--- config.mk ---
export PLATFORM = sky130hd
export DESIGN_NAME = shift_rs
export DESIGN_NICKNAME = d
export VERILOG_FILES = /design/src/rtl/shift_rs_pkg.sv /design/src/rtl/rs_age_matrix.sv /design/src/rtl/shift_rs.sv
export SDC_FILE = /design/constraint.sdc
export NUM_CORES = 1
export LEC_CHECK = 0
export CORE_MARGIN = 8
export CORE_UTILIZATION = 50
export CTS_CLUSTER_SIZE = 8
export DETAILED_ROUTE_END_ITERATION = 10
export PLACE_DENSITY = 0.76
export SETUP_SLACK_MARGIN = 0.15
export SLEW_MARGIN = 20
export SYNTH_ARGS = -nofsm -noshare
export SYNTH_HDL_FRONTEND = slang
export SYNTH_SLANG_ARGS = --single-unit
--- constraint.sdc ---
create_clock -name clk -period 5.4 [get_ports clk]
set_input_delay 1.35 -clock clk [delete_from_list [all_inputs] [get_ports clk]]
set_output_delay 1.35 -clock clk [all_outputs]
set_load 0.1 [all_outputs]
--- src/rtl/shift_rs_pkg.sv ---
// shift_rs_pkg: shared CDB packet, ALUop encodings, tag width and station entry layout
package shift_rs_pkg;
    localparam int ROB_W = 4;
    localparam int XLEN  = 32;
    typedef enum logic [3:0] {
        ALU_SLL = 4'h1,
        ALU_SRL = 4'h5,
        ALU_SRA = 4'hD
    } aluop_e;
    typedef struct packed {
        logic [ROB_W-1:0] dest_ROB_entry;
        logic [XLEN-1:0]  result;
        logic             load_step1;
    } CDB_packet_t;
    typedef struct packed {
        logic             valid;
        logic [ROB_W-1:0] rob;
        logic [3:0]       aluop;
        logic [XLEN-1:0]  a_val;
        logic             a_rdy;
        logic [ROB_W-1:0] a_tag;
        logic [XLEN-1:0]  b_val;
        logic             b_rdy;
        logic [ROB_W-1:0] b_tag;
    } rs_entry_t;
    // A waiting operand wakes only on a non-load_step1 broadcast of its producer tag
    function automatic logic tag_hit(input logic cdb_valid, input CDB_packet_t cdb,
                                     input logic rdy, input logic [ROB_W-1:0] tag);
        return cdb_valid && !cdb.load_step1 && !rdy && (tag == cdb.dest_ROB_entry);
    endfunction
endpackage

--- src/rtl/rs_age_matrix.sv ---
// rs_age_matrix: tracks dispatch order of station entries and grants the oldest requester
module rs_age_matrix #(
    parameter int DEPTH = 4
) (
    input  logic             clk,
    input  logic             reset,
    input  logic             flush,
    input  logic [DEPTH-1:0] alloc_i,
    input  logic [DEPTH-1:0] free_i,
    input  logic [DEPTH-1:0] req_i,
    output logic [DEPTH-1:0] gnt_o
);
    logic [DEPTH-1:0] vld_q;
    logic [DEPTH-1:0] older_q [DEPTH];
    // older_q[k][i]: entry i was dispatched before entry k; a new entry records every live entry as older
    always_ff @(posedge clk) begin
        if (reset || flush) begin
            vld_q <= '0;
            for (int k = 0; k < DEPTH; k++) older_q[k] <= '0;
        end else begin
            vld_q <= (vld_q & ~free_i) | alloc_i;
            for (int k = 0; k < DEPTH; k++)
                for (int i = 0; i < DEPTH; i++)
                    older_q[k][i] <= alloc_i[k] ? (vld_q[i] && (i != k)) :
                                     alloc_i[i] ? 1'b0 : older_q[k][i];
        end
    end
    // A requester wins when no other requester is older than it
    always_comb begin
        for (int i = 0; i < DEPTH; i++) gnt_o[i] = req_i[i] && !(|(older_q[i] & req_i));
    end
endmodule

--- src/rtl/shift_rs.sv ---
// shift_rs: reservation station for the shift unit with CDB wakeup and oldest-ready issue
module shift_rs
    import shift_rs_pkg::*;
#(
    parameter int DEPTH = 4
) (
    input  logic             clk,
    input  logic             reset,
    input  logic             flush,
    input  logic             disp_valid_i,
    output logic             disp_ready_o,
    input  logic [ROB_W-1:0] disp_rob_i,
    input  logic [3:0]       disp_aluop_i,
    input  logic [XLEN-1:0]  disp_a_val_i,
    input  logic             disp_a_rdy_i,
    input  logic [ROB_W-1:0] disp_a_tag_i,
    input  logic [XLEN-1:0]  disp_b_val_i,
    input  logic             disp_b_rdy_i,
    input  logic [ROB_W-1:0] disp_b_tag_i,
    input  logic             cdb_valid_i,
    input  CDB_packet_t      cdb_i,
    input  logic             fu_ready_i,
    output logic             issue_valid_o,
    output logic [XLEN-1:0]  issue_a_o,
    output logic [XLEN-1:0]  issue_b_o,
    output logic [ROB_W-1:0] issue_rob_o,
    output logic [3:0]       issue_aluop_o
);
    rs_entry_t        ent_q [DEPTH];
    rs_entry_t        ent_d [DEPTH];
    rs_entry_t        new_ent;
    logic [DEPTH-1:0] vld, cand, alloc, free, gnt;
    logic             a_hit, b_hit;
    // Occupancy and issue candidates from registered state only
    always_comb begin
        for (int i = 0; i < DEPTH; i++) begin
            vld[i]  = ent_q[i].valid;
            cand[i] = ent_q[i].valid && ent_q[i].a_rdy && ent_q[i].b_rdy;
        end
    end
    assign disp_ready_o  = !(&vld);
    assign alloc         = (disp_valid_i && disp_ready_o && !flush && !reset) ? (~vld & (vld + DEPTH'(1))) : '0;
    assign issue_valid_o = fu_ready_i && (|cand) && !flush && !reset;
    assign free          = issue_valid_o ? gnt : '0;
    rs_age_matrix #(.DEPTH(DEPTH)) u_age (
        .clk    (clk),
        .reset  (reset),
        .flush  (flush),
        .alloc_i(alloc),
        .free_i (free),
        .req_i  (cand),
        .gnt_o  (gnt)
    );
    // Incoming entry, capturing a same-cycle CDB result for any operand still waiting
    always_comb begin
        a_hit         = tag_hit(cdb_valid_i, cdb_i, disp_a_rdy_i, disp_a_tag_i);
        b_hit         = tag_hit(cdb_valid_i, cdb_i, disp_b_rdy_i, disp_b_tag_i);
        new_ent.valid = 1'b1;
        new_ent.rob   = disp_rob_i;
        new_ent.aluop = disp_aluop_i;
        new_ent.a_val = a_hit ? cdb_i.result : disp_a_val_i;
        new_ent.a_rdy = disp_a_rdy_i || a_hit;
        new_ent.a_tag = disp_a_tag_i;
        new_ent.b_val = b_hit ? cdb_i.result : disp_b_val_i;
        new_ent.b_rdy = disp_b_rdy_i || b_hit;
        new_ent.b_tag = disp_b_tag_i;
    end
    // Next entry state: wakeup, free on issue, allocate, and flush/reset clearing everything
    always_comb begin
        for (int i = 0; i < DEPTH; i++) begin
            ent_d[i] = ent_q[i];
            if (ent_q[i].valid && tag_hit(cdb_valid_i, cdb_i, ent_q[i].a_rdy, ent_q[i].a_tag)) begin
                ent_d[i].a_val = cdb_i.result;
                ent_d[i].a_rdy = 1'b1;
            end
            if (ent_q[i].valid && tag_hit(cdb_valid_i, cdb_i, ent_q[i].b_rdy, ent_q[i].b_tag)) begin
                ent_d[i].b_val = cdb_i.result;
                ent_d[i].b_rdy = 1'b1;
            end
            if (free[i]) ent_d[i].valid = 1'b0;
            if (alloc[i]) ent_d[i] = new_ent;
            if (reset || flush) ent_d[i].valid = 1'b0;
        end
    end
    // Entry storage
    always_ff @(posedge clk) begin
        for (int i = 0; i < DEPTH; i++) ent_q[i] <= ent_d[i];
    end
    // Issue payload from the granted entry, zero when nothing is granted
    always_comb begin
        issue_a_o     = '0;
        issue_b_o     = '0;
        issue_rob_o   = '0;
        issue_aluop_o = '0;
        for (int i = 0; i < DEPTH; i++) begin
            issue_a_o     = issue_a_o     | ({XLEN{gnt[i]}}  & ent_q[i].a_val);
            issue_b_o     = issue_b_o     | ({XLEN{gnt[i]}}  & ent_q[i].b_val);
            issue_rob_o   = issue_rob_o   | ({ROB_W{gnt[i]}} & ent_q[i].rob);
            issue_aluop_o = issue_aluop_o | ({4{gnt[i]}}     & ent_q[i].aluop);
        end
    end
endmodule

Word level (Yosys, flattened, before mapping)
Memories as Yosys holds them, arrays and structs flattened.
Index checks and enable logic that the tools add are counted.

operators by class
  $add $sub $neg = 1
  equality and inequality tests = 10
  muxes and demuxes = 71
  bitwise logic cells = 53
  reduce and logical (&&, ||, !) cells = 74

operators with widths
  operator                                                       count
  83-bit two-way mux                                             4
  33-bit two-way mux                                             8
  32-bit bitwise AND                                             8
  32-bit OR                                                      6
  32-bit two-way mux                                             2
  4-bit bitwise AND                                              14
  1-bit two-way mux                                              55
  1-bit logical AND                                              47
  4-bit == test                                                  10
  4-bit OR                                                       7
  4-bit OR reduction                                             5
  1-bit logical NOT                                              18
  1-bit OR                                                       16
  4-bit two-way mux                                              2
  4-bit inverter                                                 2
  4-bit by 1-bit adder with 4-bit output, second input constant  1
  4-bit AND reduction                                            1
  1-bit logical OR                                               3

storage, ports and cells
  bits in registers = 4
  RAM bits = 348
  input port bits = 125
  logic and storage cells = 212
  memories kept = 2

memory list
  memory         depth  bits a word  rd ports  clocked after memory_dff  write ports  RTL line             text
  ent_q          4      83           4         0                         4            shift_rs.sv:29       rs_entry_t ent_q [DEPTH];
  u_age.older_q  4      4            4         0                         4            rs_age_matrix.sv:14  logic [DEPTH-1:0] older_q [DEPTH];

Logic depth before layout (Yosys ltp)
An unclocked memory read counts as a cell.

  word-level depth = 11
  depth in mapped cells = 7
  depth with buffers taken out = 5

By module
A second synthesis with hierarchy kept.

unflattened totals
  cells, all modules = 1066
  area, all modules = 16323.2 um^2

by module, submodules not included
  module         times used  cells each  area an instance (um^2)  seq. area each (um^2)
  shift_rs       1           983         15593.7                  9929.5
  rs_age_matrix  1           83          729.4                    320.3

Worst setup path after synthesis
Ideal clock, no wire load.

  path kind = input to register
  start point = input cdb_i[34] (netlist bit)
  end point = memory ent_q[3][10] (netlist bit) (enable)
  library setup time = 473 ps
  arrival time = 4306 ps
  required time = 4927 ps
  slack = 621 ps
  stages on the path = 4
  path through = buf_4 xnor2_1 nand4_1 o31ai_1

RTL lines
  item             RTL line        text
  start, declared  shift_rs.sv:21  input CDB_packet_t cdb_i,
  end, declared    shift_rs.sv:29

==> out/results.txt <==
GRT overflow: 0
hpwl dp: 26.90 mm
CTS Hold Bufs: 0
layout cells sized above 1: 30.30%
max incr delay on CP: 0.51 ns
final hold vios: 0
largest net degree at the start of global routing: 75
Via Count: 10.97k
drt pass-1 iters: 5
clk_skew: 0.01700 ns
ys async rst share: 0%
hold_ws: 0.4736 ns
Slew Limit Headroom: 25.48%
final weighted congestion in routability-driven placement: 0.8449
Synth Flop Type: edfxtp_1
fin crit share: 80.63%
drt initial violations: 862
Synthesized Nets: 1203
first-pass GRT wire length: 68.59 mm
antenna violations before repair: 4
Post CTS Setup Buffer Count: 0
Crit-path slowest cell: a222oi_1
CP Capture Type: output pin
IO Port Bufs: 198
num rows: 66
Vias/cell: 6.343
clock-pin transition on the worst setup and hold timing paths: 0.05 ns
Register-to-Register Path Depth: 5
die height: 196.9 um
critical path, cell by cell: and3_1 -> a222oi_1 -> buf_12 -> a32oi_1 -> nand2_1 -> buf_4
Routed WL: 45.49 mm
critical path fanouts, max: 73
Worst-Skew Late Latency: 0.54 ns
Hold/Removal Path Class: reg -> reg
GRT Util Overall: 22.87%
Post-CTS Resized: 0
syn_area_per_cell: 15.17 sq um
r2r startpoint: ent_q[0][82]
Worst setup endpoint: issue_a_o[14]
maximum VDD drop: 0.2208 mV
synthesized cell area: 16360 sq um
worst-margin pin slew: 1.118 ns
setup repair after global routing missed its margin: no
most common cell after layout, fill and taps aside: edfxtp_1
total negative slack: 0 ns
drt drc: 0
sequential fraction of the synthesis area: 62.66%
fill count: 2451
critical path type: reg -> out
Die Wd: 196.9 um
CTS tree: yes
Ys Warns: 0
Peak Freq: 229.7 MHz
arrival time of the worst setup path: 3.00 ns
number of flops mapped to enable cells by yosys: 328
CORE AREA: 32370 sq um
final setup fails: 0
Area contributors post-synth: edfxtp_1, mux2_2, a32oi_1
Layout Nets: 1396
area leader, netlist: edfxtp_1
library cells used by synthesis: 36
P per Cell Area: 304.2 nW/um^2
I/O pins: 199
Worst Setup SP: ent_q[2][4]
root buf cell: clkbuf_16
Clock Sinks: 348
DR WL/cell: 26.30 um
crit path launch type: flip-flop
flops & latches, synth: 348
die area: 38760 sq um
Post-Synthesis Cells: 1078
Synth top area share: 60.21%
Lkg Pwr: 6.784 nW
CTS buffer count: 49
Area Overhead vs Synth: 22.13%
Worst R2R Setup Slack: 2.74 ns
# H-tree levels: 2
number of global-route vias before repair: 11.47k
DP Worst Slack: 1.083 ns
post-route minimum period: 4.354 ns
fin. max-slew vios: 0
Max Buffers Root-to-Sink: 3
status: completed
setup ws final: 1.046 ns
max-cap viol count: 0
CP required: 4.05 ns
reg-to-reg critical path endpoint: ent_q[1][22]
Final Total Pwr: 0.006076 W
Starting Density: 50.53%
worst hold path cell count: 2
commonest cells after routing, fill and taps aside: edfxtp_1, mux2_2, a32oi_1
Detail Route Antenna Nets: 0
-- final cells by class --
| class | count | area (sq um) | area share [%] |
|---|---|---|---|
| Inverter | 4 | 15.01 | 0.07516 |
| Timing Repair Buffer | 226 | 2059 | 10.31 |
| Clock buffer | 61 | 1314 | 6.576 |
| Multi-Input combinational cell | 642 | 5761 | 28.83 |
| Tap cell | 442 | 553.0 | 2.768 |
| Sequential cell | 348 | 10250 | 51.31 |
| Antenna cell | 4 | 10.01 | 0.05010 |
| Clock inverter | 3 | 16.27 | 0.08142 |
-- state kept, by name, summed over array words and instances (netlist names) --
name,flops
u_age.older_q,12
u_age.vld_q,4
ent_q,332
-- per-layer routing --
layer  GRT usage [%]  vias to the layer above  wire length, um
met5               0                        -                0
met4           7.634                        0             1099
met3           4.400                       75             4068
met2           36.95                      610            21650
met1           30.77                     5533            18680
li1                -                     4755                -
-- critical path: cells and delay by family (launching register included) --
kind,cells,cell delay (ns)
AOI/OAI and AO/OA,2,0.70
buffers and inverters,2,0.72
DFF,1,0.45
and+or+nand+nor,2,0.49
-- synthesized netlist by cell type (all sizes together) (8+ instances only) --
library cell	instances
nand3	9
xnor2	32
o31ai	8
clkbuf	43
a32oi	144
a21oi	19
dfxtp	20
xor2	8
o21ai	11
nand2	103
nand4	16
buf	41
edfxtp	328
mux2	256
-- cells by family (layout without fill, tap and decap cells) --
logic type	count (synthesis)	after routing	share of synthesized area (%)
and+or+nand+nor	158	158	4.597
xor gates and xnor gates	40	40	2.142
buffers and inverters	88	294	3.029
DFF	348	348	62.66
other	0	4	0
AOI/OAI and AO/OA	188	188	9.722
muxes	256	256	17.85
-- how the worst min path moves through the flow --
stage,from,to,slack [ns]
detailed placement,u_age.older_q[0][12],u_age.older_q[0][12],0.46
finish,u_age.older_q[0][12],u_age.older_q[0][12],0.47
floorplan,u_age.older_q[0][6],u_age.older_q[0][6],0.45
CTS,u_age.older_q[0][12],u_age.older_q[0][12],0.47
global route,u_age.older_q[0][3],u_age.older_q[0][3],0.50
global placement,u_age.older_q[0][3],u_age.older_q[0][3],0.45
-- where the power goes --
group,switching [W],internal [W]
Sequential,0.00000909,0.00299
Clock,0.00104,0.00167
Combinational,0.000181,0.000188
Total,0.00123,0.00484
-- per-stage QoR --
step	util, %	instances	instance area, sq um
after global placement	57.58	1662	18640
final	61.72	1730	19980
after detailed placement	57.58	1662	18640
after CTS	61.68	1726	19970
after floorplan	-	1078	16360
after global routing	61.70	1728	19970
No activity file was read; power rests on OpenSTA's default activity.
